==> src/rtl/pipe_ctrl_pkg.sv <==
// Shared types for the pipeline controller: register/PC widths, FSM encoding
// and the scoreboard hit rule used by every hazard port.
package pipe_ctrl_pkg;

  localparam int REG_ADDR_W  = 5;
  localparam int NUM_REGS    = 32;
  localparam int PC_W        = 32;
  localparam int OUTST_W     = 4;
  localparam int FLUSH_CNT_W = 3;

  typedef logic [REG_ADDR_W-1:0] reg_addr_t;
  typedef logic [PC_W-1:0]       pc_t;

  typedef enum logic {
    PC_RUN   = 1'b0,
    PC_FLUSH = 1'b1
  } pc_state_e;

  // A register blocks ID only while still owed; a writeback landing this cycle
  // releases it because the regfile writes through to the read port.
  function automatic logic sb_hit(input logic [NUM_REGS-1:0] pending,
                                  input reg_addr_t           addr,
                                  input logic                wb_valid,
                                  input reg_addr_t           wb_addr);
    return (addr != '0) && pending[addr] && !(wb_valid && (wb_addr == addr));
  endfunction

endpackage

==> src/rtl/pipe_ctrl_if.sv <==
// Signal bundle between idu/EX/writeback and the pipeline controller, plus
// debug taps exposing the controller's state, outstanding count and scoreboard.
interface pipe_ctrl_if;
  import pipe_ctrl_pkg::*;

  // Handshake: id_valid_i is the ID stage's valid, issue_o is the controller's
  // ready-and-accept; the ID instruction moves to EX exactly in cycles where
  // both are high, and ID must hold it unchanged while issue_o stays low.
  logic      id_valid_i;
  reg_addr_t id_rs1_addr_i;
  logic      id_rs1_re_i;
  reg_addr_t id_rs2_addr_i;
  logic      id_rs2_re_i;
  reg_addr_t id_rd_addr_i;
  logic      id_rd_we_i;
  logic      id_long_i;
  logic      wb_valid_i;
  reg_addr_t wb_rd_addr_i;
  logic      ex_jump_i;
  pc_t       ex_jump_addr_i;

  logic      issue_o;
  logic      stall_if_o;
  logic      stall_id_o;
  logic      flush_id_o;
  logic      flush_ex_o;
  logic      jump_o;
  pc_t       jump_addr_o;

  pc_state_e                dbg_state;
  logic [OUTST_W-1:0]       dbg_outst;
  logic [NUM_REGS-1:0]      dbg_pending;

  modport master (
    output id_valid_i, id_rs1_addr_i, id_rs1_re_i, id_rs2_addr_i, id_rs2_re_i,
           id_rd_addr_i, id_rd_we_i, id_long_i, wb_valid_i, wb_rd_addr_i,
           ex_jump_i, ex_jump_addr_i,
    input  issue_o, stall_if_o, stall_id_o, flush_id_o, flush_ex_o, jump_o,
           jump_addr_o, dbg_state, dbg_outst, dbg_pending
  );

  modport slave (
    input  id_valid_i, id_rs1_addr_i, id_rs1_re_i, id_rs2_addr_i, id_rs2_re_i,
           id_rd_addr_i, id_rd_we_i, id_long_i, wb_valid_i, wb_rd_addr_i,
           ex_jump_i, ex_jump_addr_i,
    output issue_o, stall_if_o, stall_id_o, flush_id_o, flush_ex_o, jump_o,
           jump_addr_o, dbg_state, dbg_outst, dbg_pending
  );

endinterface

==> src/rtl/pipe_ctrl_scoreboard.sv <==
// Pending-register scoreboard for long-latency ops: one bit per architectural
// register, cleared by writeback, set on issue, with three hazard lookup ports.
module pipe_ctrl_scoreboard
  import pipe_ctrl_pkg::*;
(
  input  logic                clk,
  input  logic                rst_n,
  input  logic                wb_valid,
  input  reg_addr_t           wb_addr,
  input  logic                set_en,
  input  reg_addr_t           set_addr,
  input  reg_addr_t           rs1_addr,
  input  reg_addr_t           rs2_addr,
  input  reg_addr_t           rd_addr,
  output logic                rs1_hit,
  output logic                rs2_hit,
  output logic                rd_hit,
  output logic [NUM_REGS-1:0] pending
);

  logic [NUM_REGS-1:0] pending_d;

  // Set is applied after clear so a same-cycle reissue to a just-retired
  // register keeps it owed; x0 is hardwired and never tracked.
  always_comb begin
    pending_d = pending;
    if (wb_valid) pending_d[wb_addr] = 1'b0;
    if (set_en)   pending_d[set_addr] = 1'b1;
    pending_d[0] = 1'b0;
  end

  always_ff @(posedge clk or negedge rst_n) begin
    if (!rst_n) pending <= '0;
    else        pending <= pending_d;
  end

  assign rs1_hit = sb_hit(pending, rs1_addr, wb_valid, wb_addr);
  assign rs2_hit = sb_hit(pending, rs2_addr, wb_valid, wb_addr);
  assign rd_hit  = sb_hit(pending, rd_addr,  wb_valid, wb_addr);

endmodule

==> src/rtl/pipe_ctrl.sv <==
// IF/ID/EX pipeline controller: scoreboard-driven decode stalls, outstanding
// long-op budget, and a timed IF/ID flush after an EX jump.
module pipe_ctrl
  import pipe_ctrl_pkg::*;
#(
  parameter int MAX_OUTST = 4,
  parameter int FLUSH_CYC = 2
) (
  input logic       clk,
  input logic       rst_n,
  pipe_ctrl_if.slave bus
);

  localparam logic [OUTST_W-1:0]     OUTST_MAX  = OUTST_W'(MAX_OUTST);
  localparam logic [FLUSH_CNT_W-1:0] FLUSH_INIT = FLUSH_CNT_W'(FLUSH_CYC - 1);

  pc_state_e               state;
  logic [FLUSH_CNT_W-1:0]  flush_cnt;
  logic [OUTST_W-1:0]      outst;
  logic                    jump_q;
  pc_t                     jump_addr_q;
  logic [NUM_REGS-1:0]     pending;

  logic rs1_hit, rs2_hit, rd_hit;
  logic raw, waw, full, hz;
  logic in_run, jump_now, issue, set_en;
  logic outst_inc, outst_dec;

  assign set_en = issue & bus.id_long_i & bus.id_rd_we_i & (bus.id_rd_addr_i != '0);

  pipe_ctrl_scoreboard u_scoreboard (
    .clk      (clk),
    .rst_n    (rst_n),
    .wb_valid (bus.wb_valid_i),
    .wb_addr  (bus.wb_rd_addr_i),
    .set_en   (set_en),
    .set_addr (bus.id_rd_addr_i),
    .rs1_addr (bus.id_rs1_addr_i),
    .rs2_addr (bus.id_rs2_addr_i),
    .rd_addr  (bus.id_rd_addr_i),
    .rs1_hit  (rs1_hit),
    .rs2_hit  (rs2_hit),
    .rd_hit   (rd_hit),
    .pending  (pending)
  );

  assign raw  = bus.id_valid_i & ((bus.id_rs1_re_i & rs1_hit) | (bus.id_rs2_re_i & rs2_hit));
  assign waw  = bus.id_valid_i & bus.id_rd_we_i & rd_hit;
  assign full = bus.id_valid_i & bus.id_long_i & (outst == OUTST_MAX) & ~bus.wb_valid_i;
  assign hz   = raw | waw | full;

  // Outputs are gated by rst_n so an asserted reset silences them at once,
  // even while ID/EX inputs are still toggling.
  assign jump_now = rst_n & bus.ex_jump_i;
  assign in_run   = rst_n & (state == PC_RUN) & ~bus.ex_jump_i;
  assign issue    = in_run & bus.id_valid_i & ~hz;

  assign bus.issue_o     = issue;
  assign bus.stall_if_o  = in_run & hz;
  assign bus.stall_id_o  = in_run & hz;
  assign bus.flush_id_o  = jump_now | (rst_n & (state == PC_FLUSH));
  assign bus.flush_ex_o  = jump_now;
  assign bus.jump_o      = jump_q;
  assign bus.jump_addr_o = jump_addr_q;
  assign bus.dbg_state   = state;
  assign bus.dbg_outst   = outst;
  assign bus.dbg_pending = pending;

  always_ff @(posedge clk or negedge rst_n) begin
    if (!rst_n) begin
      state       <= PC_RUN;
      flush_cnt   <= '0;
      jump_q      <= 1'b0;
      jump_addr_q <= '0;
    end else begin
      jump_q <= bus.ex_jump_i;
      if (bus.ex_jump_i) begin
        state       <= PC_FLUSH;
        flush_cnt   <= FLUSH_INIT;
        jump_addr_q <= bus.ex_jump_addr_i;
      end else if (state == PC_FLUSH) begin
        if (flush_cnt == '0) state     <= PC_RUN;
        else                 flush_cnt <= flush_cnt - 1'b1;
      end
    end
  end

  // Flushes never touch outst: ops already past EX still write back.
  assign outst_inc = issue & bus.id_long_i;
  assign outst_dec = bus.wb_valid_i & (outst != '0);

  always_ff @(posedge clk or negedge rst_n) begin
    if (!rst_n) begin
      outst <= '0;
    end else begin
      case ({outst_inc, outst_dec})
        2'b10:   outst <= outst + 1'b1;
        2'b01:   outst <= outst - 1'b1;
        default: outst <= outst;
      endcase
    end
  end

  a_no_wb_underflow: assert property (@(posedge clk) disable iff (!rst_n)
    !(bus.wb_valid_i && (outst == '0)));

endmodule
==> src/flat_wrapper.sv <==
// flat-port wrapper written by rule: the top's interface ports become plain ports
module pipe_ctrl_flat import pipe_ctrl_pkg::*;
#(
  parameter int MAX_OUTST = 4,
  parameter int FLUSH_CYC = 2
)
  (clk, rst_n, bus_id_valid_i, bus_id_rs1_addr_i, bus_id_rs1_re_i, bus_id_rs2_addr_i, bus_id_rs2_re_i, bus_id_rd_addr_i, bus_id_rd_we_i, bus_id_long_i, bus_wb_valid_i, bus_wb_rd_addr_i, bus_ex_jump_i, bus_ex_jump_addr_i, bus_issue_o, bus_stall_if_o, bus_stall_id_o, bus_flush_id_o, bus_flush_ex_o, bus_jump_o, bus_jump_addr_o, bus_dbg_state, bus_dbg_outst, bus_dbg_pending);
  pipe_ctrl_if bus_i ();
  input logic clk;
  input logic rst_n;
  input wire logic [$bits(bus_i.id_valid_i)-1:0] bus_id_valid_i;
  input wire logic [$bits(bus_i.id_rs1_addr_i)-1:0] bus_id_rs1_addr_i;
  input wire logic [$bits(bus_i.id_rs1_re_i)-1:0] bus_id_rs1_re_i;
  input wire logic [$bits(bus_i.id_rs2_addr_i)-1:0] bus_id_rs2_addr_i;
  input wire logic [$bits(bus_i.id_rs2_re_i)-1:0] bus_id_rs2_re_i;
  input wire logic [$bits(bus_i.id_rd_addr_i)-1:0] bus_id_rd_addr_i;
  input wire logic [$bits(bus_i.id_rd_we_i)-1:0] bus_id_rd_we_i;
  input wire logic [$bits(bus_i.id_long_i)-1:0] bus_id_long_i;
  input wire logic [$bits(bus_i.wb_valid_i)-1:0] bus_wb_valid_i;
  input wire logic [$bits(bus_i.wb_rd_addr_i)-1:0] bus_wb_rd_addr_i;
  input wire logic [$bits(bus_i.ex_jump_i)-1:0] bus_ex_jump_i;
  input wire logic [$bits(bus_i.ex_jump_addr_i)-1:0] bus_ex_jump_addr_i;
  output wire logic [$bits(bus_i.issue_o)-1:0] bus_issue_o;
  output wire logic [$bits(bus_i.stall_if_o)-1:0] bus_stall_if_o;
  output wire logic [$bits(bus_i.stall_id_o)-1:0] bus_stall_id_o;
  output wire logic [$bits(bus_i.flush_id_o)-1:0] bus_flush_id_o;
  output wire logic [$bits(bus_i.flush_ex_o)-1:0] bus_flush_ex_o;
  output wire logic [$bits(bus_i.jump_o)-1:0] bus_jump_o;
  output wire logic [$bits(bus_i.jump_addr_o)-1:0] bus_jump_addr_o;
  output wire logic [$bits(bus_i.dbg_state)-1:0] bus_dbg_state;
  output wire logic [$bits(bus_i.dbg_outst)-1:0] bus_dbg_outst;
  output wire logic [$bits(bus_i.dbg_pending)-1:0] bus_dbg_pending;
  assign bus_i.id_valid_i = bus_id_valid_i;
  assign bus_i.id_rs1_addr_i = bus_id_rs1_addr_i;
  assign bus_i.id_rs1_re_i = bus_id_rs1_re_i;
  assign bus_i.id_rs2_addr_i = bus_id_rs2_addr_i;
  assign bus_i.id_rs2_re_i = bus_id_rs2_re_i;
  assign bus_i.id_rd_addr_i = bus_id_rd_addr_i;
  assign bus_i.id_rd_we_i = bus_id_rd_we_i;
  assign bus_i.id_long_i = bus_id_long_i;
  assign bus_i.wb_valid_i = bus_wb_valid_i;
  assign bus_i.wb_rd_addr_i = bus_wb_rd_addr_i;
  assign bus_i.ex_jump_i = bus_ex_jump_i;
  assign bus_i.ex_jump_addr_i = bus_ex_jump_addr_i;
  assign bus_issue_o = bus_i.issue_o;
  assign bus_stall_if_o = bus_i.stall_if_o;
  assign bus_stall_id_o = bus_i.stall_id_o;
  assign bus_flush_id_o = bus_i.flush_id_o;
  assign bus_flush_ex_o = bus_i.flush_ex_o;
  assign bus_jump_o = bus_i.jump_o;
  assign bus_jump_addr_o = bus_i.jump_addr_o;
  assign bus_dbg_state = bus_i.dbg_state;
  assign bus_dbg_outst = bus_i.dbg_outst;
  assign bus_dbg_pending = bus_i.dbg_pending;
  pipe_ctrl #(.MAX_OUTST(MAX_OUTST), .FLUSH_CYC(FLUSH_CYC)) u_core (.clk(clk), .rst_n(rst_n), .bus(bus_i));
endmodule
==> config.mk <==
export PLATFORM = sky130hd
export DESIGN_NAME = pipe_ctrl_flat
export DESIGN_NICKNAME = d
export VERILOG_FILES = /design/src/rtl/pipe_ctrl_pkg.sv /design/src/rtl/pipe_ctrl_if.sv /design/src/rtl/pipe_ctrl_scoreboard.sv /design/src/rtl/pipe_ctrl.sv /design/src/flat_wrapper.sv
export SDC_FILE = /design/constraint.sdc
export NUM_CORES = 1
export LEC_CHECK = 0
export CORE_UTILIZATION = 37
export CTS_CLUSTER_DIAMETER = 200
export DETAILED_ROUTE_END_ITERATION = 8
export PLACE_DENSITY = 0.68
export SYNTH_ARGS = -nofsm -noshare
export SYNTH_HDL_FRONTEND = slang
export SYNTH_SLANG_ARGS = --single-unit
==> constraint.sdc <==
create_clock -name clk -period 3.2 [get_ports clk]
set_input_delay 0.48 -clock clk [delete_from_list [all_inputs] [get_ports clk]]
set_output_delay 0.48 -clock clk [all_outputs]
set_load 0.005 [all_outputs]
======== Word level (Yosys, flattened, before mapping) ========
Index checks and enable logic that the tools add are counted.
cells by class
  add/subtract/negate cells ............... 3
  $lt $le $gt $ge ......................... 6
  eq/ne operators ......................... 7
  multiplexer cells ....................... 19
  bitwise operators ....................... 30
  reduce and logical (&&, ||, !) cells .... 22
operators with widths
  operator               count
  $mux W32               2
  $and A32 B32 Y32       1
  $not A32 Y32           1
  $or A32 B32 Y32        1
  $lt A5 B6 Y1 const B   4
  $and A1 B1 Y1          19
  $bmux W1 S5            3
  $eq A5 B5 Y1           3
  $reduce_bool A5 Y1     3
  $logic_and A1 B1 Y1    11
  $demux W1 S5           2
  $ge A5 B1 Y1 const B   2
  $mux W3                3
  $mux W1                8
  $pmux W4 S2            1
  $add A4 B1 Y4 const B  1
  $eq A4 B3 Y1 const B   1
  $not A1 Y1             4
  $or A1 B1 Y1           4
  $reduce_bool A2 Y1     2
  $reduce_bool A4 Y1     1
  $sub A4 B1 Y4 const B  1
  $logic_not A1 Y1       3
  $logic_not A3 Y1       1
  other kinds (5)        5
word-level totals
  flip-flop bits (word level) ............. 72
  input bits .............................. 61
  output and inout port bits .............. 75
  word-level logic and storage cells ...... 93

======== Longest topological paths before layout ========
  word-level depth ........................ 15
  gate-level depth with buffers ........... 16
  gate-level depth less buffers ........... 13

======== Cells and area by module ========
A second synthesis with hierarchy kept.
unflattened totals
  cells, all modules ...................... 351
  area total of the unflattened synthesis .. 4076.4 µm²
by module, submodules not included
  module                times used  cells each  area each (µm²)  seq. area each (µm²)
  pipe_ctrl_scoreboard  1           223         2327.2           775.7
  pipe_ctrl             1           128         1749.2           1026.0

======== Worst setup path before layout ========
OpenSTA, ideal clock, no wires.
  kind .................................... input to register
  start ................................... input port bus_id_rs2_addr_i[0]
  end ..................................... register u_core.outst[3], in the netlist u_core.bus.dbg_outst[3]
  setup time .............................. 0.125 ns
  arrival ................................. 3.355 ns
  required time ........................... 3.075 ns
  setup slack ............................. -0.280 ns
  stages .................................. 15
  path buffers ............................ 2
  cell sequence ........................... buf_6 -> mux4_2 -> or3b_1 -> nand4_1 -> o221ai_1 -> and3_1 -> buf_6 -> or3b_1 -> ha_1 -> ha_1 -> a21o_1 -> a21oi_1 -> xnor2_1 -> nor2_1 -> xor2_1
on the way
  longest elaborated chain between the ends .. 14
  elaborated cells between the ends (all ways) .. 20
  classes of those cells .................. eq/ne: 3; mux: 3; bitwise: 8; reduce/logical: 6
ends and longest elaborated chain
  item                                                                         RTL line             RTL
  start: declaration                                                           flat_wrapper.sv:14   input wire logic [$bits(bus_i.id_rs2_addr_i)-1:0] bus_id_rs2_addr_i;
  $bmux W1 S5 / $eq A5 B5 Y1 (equally long branches)                           pipe_ctrl_pkg.sv:25  return (addr != '0) && pending[addr] && !(wb_valid && (wb_addr == addr));
  $mux W1 (implied by the code) / $logic_and A1 B1 Y1 (equally long branches)  pipe_ctrl_pkg.sv:25
  $logic_and A1 B1 Y1 / $logic_not A1 Y1 (equally long branches)               pipe_ctrl_pkg.sv:25
  $logic_and A1 B1 Y1 (*)                                                      pipe_ctrl_pkg.sv:25
  $and A1 B1 Y1 (*)                                                            pipe_ctrl.sv:47      assign raw = bus.id_valid_i & ((bus.id_rs1_re_i & rs1_hit) | (bus.id_rs2_re_i & rs2_hit));
  $or A1 B1 Y1 (*)                                                             pipe_ctrl.sv:47
  $and A1 B1 Y1 (*)                                                            pipe_ctrl.sv:47
  $or A1 B1 Y1 (*) (2 in a row)                                                pipe_ctrl.sv:50      assign hz = raw | waw | full;
  $not A1 Y1 (*)                                                               pipe_ctrl.sv:56      assign issue = in_run & bus.id_valid_i & ~hz;
  $and A1 B1 Y1 (*)                                                            pipe_ctrl.sv:56
  $and A1 B1 Y1 (*)                                                            pipe_ctrl.sv:89      assign outst_inc = issue & bus.id_long_i;
  $eq A2 B1 Y1 / $eq A2 B2 Y1 (equally long branches)                          pipe_ctrl.sv:96      case ({outst_inc, outst_dec})
  $pmux W4 S2 / $reduce_bool A2 Y1 (equally long branches)                     --
  end signal: assignment                                                       pipe_ctrl.sv:97      2'b10: outst <= outst + 1'b1;
  end signal: assignment                                                       pipe_ctrl.sv:98      2'b01: outst <= outst - 1'b1;
  end signal: assignment                                                       pipe_ctrl.sv:99      default: outst <= outst;
  end: declaration                                                             pipe_ctrl.sv:19      logic [OUTST_W-1:0] outst;
Every way passes the cells marked *; elsewhere a longest branch is shown, timed or not. The select of a mux whose other input is x is not followed.
A chain may end at the register's enable or synchronous reset.

======== Worst setup path after layout ========
  start ................................... input port bus_id_rs1_addr_i[0]
  end ..................................... output port bus_stall_if_o
on the way
  longest elaborated chain between the ends .. 10
  elaborated cells between the ends (all ways) .. 14
  classes of those cells .................. eq/ne: 1; mux: 2; bitwise: 6; reduce/logical: 5
ends and longest elaborated chain
  item                                                                         RTL line             RTL
  start: declaration                                                           flat_wrapper.sv:12   input wire logic [$bits(bus_i.id_rs1_addr_i)-1:0] bus_id_rs1_addr_i;
  $bmux W1 S5 / $eq A5 B5 Y1 (equally long branches)                           pipe_ctrl_pkg.sv:25
  $mux W1 (implied by the code) / $logic_and A1 B1 Y1 (equally long branches)  pipe_ctrl_pkg.sv:25
  $logic_and A1 B1 Y1 / $logic_not A1 Y1 (equally long branches)               pipe_ctrl_pkg.sv:25
  $logic_and A1 B1 Y1 (*)                                                      pipe_ctrl_pkg.sv:25
  $and A1 B1 Y1 (*)                                                            pipe_ctrl.sv:47
  $or A1 B1 Y1 (*)                                                             pipe_ctrl.sv:47
  $and A1 B1 Y1 (*)                                                            pipe_ctrl.sv:47
  $or A1 B1 Y1 (*) (2 in a row)                                                pipe_ctrl.sv:50
  $and A1 B1 Y1 (*)                                                            pipe_ctrl.sv:59      assign bus.stall_if_o = in_run & hz;
  end: declaration                                                             flat_wrapper.sv:24   output wire logic [$bits(bus_i.stall_if_o)-1:0] bus_stall_if_o;
Marks and branches as above.

==> out/results.ini <==
[run]
cap_violations = 0

[clock_network]
clock_tree_root_buffer_cell = clkbuf_16
cts_buffers = 9
buffer_depth_of_the_longest_clock_path = 2
clkTransAtPathRegs_ns = 0.06
clk_latency_ns = 0.33
htreeDepth = 3
clock_sinks = 72
cts_tree = done

[critical_path]
crit_arrival_ns = 2.74
worstSetupStartpointType = primary input
path_max_fanout = 7
timing.setup.critical_path_class = primary input to primary output
setup.worst_path.end_class = primary output
crit_required_ns = 2.72

[synth]
synth_top_area_share_pct = 39.85
post_synth_arst_share_pct = 100.0
synth.yosys.seq_area_share_pct = 39.85
total_of_warnings_raised_by_yosys = 0
count_leader_synth = dfrtp_1
synthesis.instances = 405
synth_top_area_cell = dfrtp_1
synth_flop_cell = dfrtp_1
synth_cell_type_count = 50
netlist_top_cells_count = dfrtp_1, nand3_1, mux2_2, o21ai_0, o31ai_2
postSynthAreaPerCell_um2 = 11.17
synth.ff_latch_count = 72
synth_edf_count = 0
synth.net_count = 472
synthesis.area_um2 = 4522
biggest_area_contributors_in_the_synthesized_netlist = dfrtp_1, mux2_2, o31ai_2

[timing]
max_slew.worst_pin.slew_ns = 0.8976
final-setup-viol-count = 2
hold_viol = 0
timing.max_slew.rel_slack_pct = 40.16
worst_clock_skew_ns = 0.006213
setup_tns_ns = -0.03645
rsz0062_at_grt = true
min_period_over_period_pct = 100.6
maxClockFrequency_mhz = 310.6
final.min_clock_period_ns = 3.219
timing.final.max_slew_violations = 0
post-route-worst-setup-slack_ns = -0.01949

[detailed_routing]
met3_length_mm = 1.496
route.layer.met1.wl_mm = 6.047
detailedRoute.firstIterationViolations = 283
detail_route.wl_per_cell_um = 20.13
dr.pass1.iters = 5
drt-vias-per-instance = 5.699
drt_wl_total_mm = 14.96
postRouteAntennaNets = 0
via_total_after_detailed_routing = 4234
drcViolationCount = 0
topRoutingLayerUsed = met4
met2WireLength_mm = 7.163

[cells_and_area]
finalNetCount = 658
ratio_of_cells_with_drive_above_1_in_the_final_layout_pct = 33.05
finalNonFillerCells = 743
n_antenna_cell = 0
syn_to_final_growth_pct = 52.66

[floorplan]
initial_utilization_pct = 37.80
die_width_um = 112.6
die_h_um = 112.6
core_area_um2 = 11960
ios = 136
floorplan.die_area_um2 = 12670
core.rowCount = 40

[power]
leakage_nw = 2.926
totalPowerFinal_mw = 3.033
cellPowerDensity_nw_per_um2 = 439.4
peakVddDrop_mv = 0.3640

[place]
place_worst_setup_slack_ns = -0.7549
io_buffers = 134
detailed_place_hpwl_mm = 11.12
place.gp.congestion = 0.9748
place.detailed.instances = 722

[global_route]
global_route.overflow_total = 0
wire_length_of_the_first_global_routing_pass_mm = 23.74
first_global_vias = 4418
total_track_usage_pct = 24.53
antenna_violations_before_repair = 0
maximum_number_of_pins_on_one_net_before_global_route_repair = 75

[status]
violations = setup timing
outcome = finished with violations

[hold_path]
timing.hold.worst.class = primary input to async pin

==> flip-flops by register name (all words and copies together), names as in the netlist <==
register	cells
u_core.u_scoreboard.pending	31
u_core.bus.jump_o	1
u_core.flush_cnt	3
u_core.bus.dbg_state	1
u_core.bus.jump_addr_o	32
u_core.bus.dbg_outst	4
==> worst max-delay path, cell delays in order <==
cell	delay, ns
clkdlybuf4s15_2	0.20
buf_12	0.13
mux4_2	0.49
mux2_2	0.28
nand2_1	0.08
a221oi_2	0.06
a41o_1	0.24
buf_4	0.13
buf_4	0.13
o31a_1	0.25
dlygate4sd2_1	0.27
==> cell families (layout without fill, tap and decap cells) <==
logic type,Yosys count,count (layout),synth area share (%)
muxes,63,63,19.37
adders and majority gates,6,6,1.826
DFF,72,72,39.85
other,1,1,0.08293
xor gates and xnor gates,21,21,4.067
and+or+nand+nor,107,107,13.59
AOI/OAI and AO/OA,86,86,15.83
buffers and inverters,49,240,5.396
==> repair_timing <==
item                                    4_1_cts  5_1_grt
endpoints found under the hold margin         0        0
setup buffers                                 3        1
gates resized for setup                      26        5
pin swaps                                     8       10
endpoints found under the setup margin        6        3
gates cloned                                  1        0
hold buffers                                  0        0
==> final timing paths <==
check	to	depth (start not counted)	slack, ns	startpoint
max reg2reg	u_core.bus.dbg_outst[3]	13	0.04	u_core.u_scoreboard.pending[23]
max	bus_stall_if_o	11	-0.02	bus_id_rs1_addr_i[0]
max in group asynchronous	u_core.u_scoreboard.pending[25]	2	2.21	rst_n
min	u_core.u_scoreboard.pending[14]	2	0.41	rst_n
min reg2reg	u_core.flush_cnt[1]	2	0.49	u_core.flush_cnt[1]
min in group clk	u_core.flush_cnt[1]	2	0.49	u_core.flush_cnt[1]
==> routing by layer <==
metal	vias up	GRT usage (%)
li1	1886	-
met1	2074	30.51
met2	251	41.11
met3	23	6.641
met4	0	8.356
met5	-	0
==> area by class of cell <==
cell class	count	area [µm²]
fill	1019	5059
multi-input combinational	284	2554
timing repair buffer	217	2003
sequential	72	1802
clock buffer	14	274.0
tap	147	183.9
clock inverter	2	60.06
inverter	7	26.28
==> placed cells by master, fill, tap and decap left out, drive strengths merged, types with 3 or more instances in the layout <==
cell type      Yosys  layout
and2               4       4
nor2b              7       7
dlygate4sd2        0       8
clkdlybuf4s50      0     121
mux4              16      16
xor2              11      11
or3b               5       5
o31ai             32      32
o21ai             34      34
xnor2             10      10
mux2i             11      11
nor3b              4       4
nand2b             3       3
clkbuf            22      14
nand4              4       4
ha                 5       5
and3               4       4
nor4               3       3
mux2              36      36
nand3b             8       8
nand3             38      38
a22oi              5       5
nor2              10      10
buf               20      84
dfrtp             72      72
inv                7       7
nand2              9       9
==> per-stage QoR <==
| stage | cell area, µm² | hold slack, ns | utilization [%] |
|---|---|---|---|
| detailed placement | 6455 | 0.4850 | 53.96 |
| global placement | 6455 | 0.4602 | 53.96 |
| finish | 6903 | 0.4146 | 57.71 |
| CTS | 6888 | 0.4615 | 57.58 |
| global route | 6903 | 0.5007 | 57.71 |
| floorplan | 4546 | 0.1844 | - |
==> report_power, final <==
group	switching, mW	total (mW)	internal [mW]
Clock	0.372	1.12	0.747
Combinational	0.348	0.814	0.465
Sequential	0.0920	1.10	1.01
Total	0.812	3.03	2.22
(Power assumes the default switching activity.)
==> patch: new RTL, same settings <==
Reset style: synchronous (`rst_n`), changed in 3 clocked blocks.
--- a/src/rtl/pipe_ctrl_scoreboard.sv
+++ b/src/rtl/pipe_ctrl_scoreboard.sv
@@ -29,7 +29,7 @@
     pending_d[0] = 1'b0;
   end
 
-  always_ff @(posedge clk or negedge rst_n) begin
+  always_ff @(posedge clk) begin
     if (!rst_n) pending <= '0;
     else        pending <= pending_d;
   end
--- a/src/rtl/pipe_ctrl.sv
+++ b/src/rtl/pipe_ctrl.sv
@@ -66,7 +66,7 @@
   assign bus.dbg_outst   = outst;
   assign bus.dbg_pending = pending;
 
-  always_ff @(posedge clk or negedge rst_n) begin
+  always_ff @(posedge clk) begin
     if (!rst_n) begin
       state       <= PC_RUN;
       flush_cnt   <= '0;
@@ -89,7 +89,7 @@
   assign outst_inc = issue & bus.id_long_i;
   assign outst_dec = bus.wb_valid_i & (outst != '0);
 
-  always_ff @(posedge clk or negedge rst_n) begin
+  always_ff @(posedge clk) begin
     if (!rst_n) begin
       outst <= '0;
     end else begin
Formal check against the unedited RTL: differs if rst_n is asserted again (counterexample within 4 cycles, from zero or initial values and one cycle with rst_n low); with rst_n held inactive, the same outputs for 4 cycles.
==> patch against the unedited design <==
Highest routed layer unchanged. Area after synthesis down 0.17%. Cell area down 4.4%. Count of clock-buffer cells in the layout down 3. Global-route usage down 0.70 points. Register-to-register slack better by 0.02 ns. Power down 22%. Setup slack better by 0.046 ns. Routed wire length up 1.9%. Sequential cell count unchanged. Synthesized cell count up 18%. Final cell count up 4.8%. Critical path type is now input port to flop.
==> patch: results (changes against the unedited design) <==
| Metric | Value |
|---|---|
| Routed wire length | `15250 um (+1.9%)` |
| Count of multi-input gates | `350 (+23%)` |
| Met1 track utilization from global routing | `31.86% (+1.4 points)` |
| Hold crit path type | `input port to flop` |
| Met1 Routed Length | `6811 um (+13%)` |
| DP Worst Slack | `-0.7043 ns (+0.05053 ns)` |
| Power Sequential | `0.000943 W (-14%)` |
| Share of the yosys chip area belonging to registers | `31.93% (-7.9 points)` |
| Total area of multi-input combinational cells | `2867 um^2 (+12%)` |
| Cells taking the most area after synthesis | `dfxtp_1 (32%), mux4_2 (9.5%), mux2i_1 (9.1%), o21ai_2 (5.8%), o211ai_1 (5.3%)` |
| Total half-perimeter wirelength after legalization and detailed placement | `11010 um (-1.0%)` |
| Peak fanout along the critical path | `4 (-3)` |
| Number of buffers other than clock buffers in the final layout | `185 (-15%)` |
| Maximum number of pins on one net before global-route repair | `76 (+1.3%)` |
| Routed wl met2 | `7309 um (+2.0%)` |
| Worst IR drop on VDD | `0.2220 mV (-39%)` |
| # setup viols final | `0 (-2)` |
| Routing usage on met3 | `4.860% (-1.8 points)` |
| Post-synth top flop | `dfxtp_1` |
| Proportion of layout cells with a drive suffix above 1 | `23.58% (-9.5 points)` |
| Largest delay contributor family on the critical path | `multiplexers` |
| Final worst clock skew | `0.006556 ns (+0.0003431 ns)` |
| Area of the mapped netlist | `4514 um^2 (-0.17%)` |
| Wire length of the first global-routing pass | `22790 um (-4.0%)` |
| Async set-reset flop share out of synthesis | `0% (-100 points)` |
| Detailed router's first-iteration violation count | `287 (+1.4%)` |
| Routed met3 length | `866 um (-42%)` |
| Logic inverters | `13 (+6)` |
| Routability congestion estimate | `0.9567 (-1.9%)` |
| Arrival @ worst endpoint | `3.44 ns (+0.70 ns)` |
| Total of fill cells in the finished design | `1060 (+4.0%)` |
| Fraction of area in clock buffers and inverters | `4.434% (-0.41 points)` |
| Static leakage | `2.481 nW (-15%)` |
| Buffer share of cell area | `26.76% (-2.3 points)` |
| Total global routing track utilization | `23.83% (-0.70 points)` |
| List of most frequent post-synthesis cells | `dfxtp_1 (72), nand2_1 (46), mux2i_1 (41)` |
| Number of instances resized during post-cts repair | `22 (-15%)` |
| Post-placement cell area | `6200 um^2 (-4.0%)` |
| Result of the run | `finished, final reports clean` |
| Post-CTS Setup Repair Bufs | `2 (-1)` |
| Distinct cell type count of the synthesized netlist | `53 (+6.0%)` |
| Clock buffer count | `11 (-3)` |
| Via count of the first global-routing pass | `4195 (-5.0%)` |
| Share of total power in the clock network | `41.7% (+4.8 points)` |
| Via total after detailed routing | `4353 (+2.8%)` |
## patch: cell types whose count changed after synthesis, moves of 31 or more
cell,before,now
dfrtp_1,72,0
dfxtp_1,0,72
nand2_1,9,46
nand3_1,38,6
nor3_1,1,33
o211ai_1,0,32
mux2_2,36,5
## patch: worst reg2reg max path: cells and delay by family (launching register included)
kind | cells | cell delay (ns)
AOI/OAI and AO/OA | 6 | 1.16
DFF | 1 | 0.37
and+or+nand+nor | 2 | 0.47
xor gates and xnor gates | 1 | 0.08
muxes | 1 | 0.49
adders and majority gates | 2 | 0.50
## patch: cells by family after synthesis
group,share of synthesized area (%)
AND/OR/NAND/NOR,19.48
AO/OA/AOI/OAI,17.49
flip-flops,31.93
multiplexers,19.82
buffers and inverters,5.876
XOR/XNOR,3.492
adder cells (fa/ha/maj),1.829
other,0.08307
## patch: per-stage QoR
stage | total power (W) | utilization [%] | std cells | hold WS, ns
6_report | 0.002380 | 56.61 | 779 | 0.4972
5_1_grt | 0.002475 | 56.61 | 779 | 0.5112
4_1_cts | 0.002397 | 56.25 | 779 | 0.4892
3_3_place_gp | 0.001385 | 53.16 | 760 | 0.4856
3_5_place_dp | 0.001394 | 53.16 | 760 | 0.5011
2_1_floorplan | 0.001173 | - | 478 | 0.4716
## patch: worst paths after layout
| kind | start | endpoint | slack, ns | cells past startpoint |
|---|---|---|---|---|
| max | bus_id_rs2_addr_i[0] | u_core.bus.dbg_outst[3] | 0.03 | 14 |
| max reg2reg | u_core.u_scoreboard.pending[19] | u_core.bus.dbg_outst[3] | 0.06 | 12 |
| min | rst_n | u_core.flush_cnt[2] | 0.50 | 3 |
| min reg2reg | u_core.bus.jump_addr_o[9] | u_core.bus.jump_addr_o[9] | 0.52 | 2 |
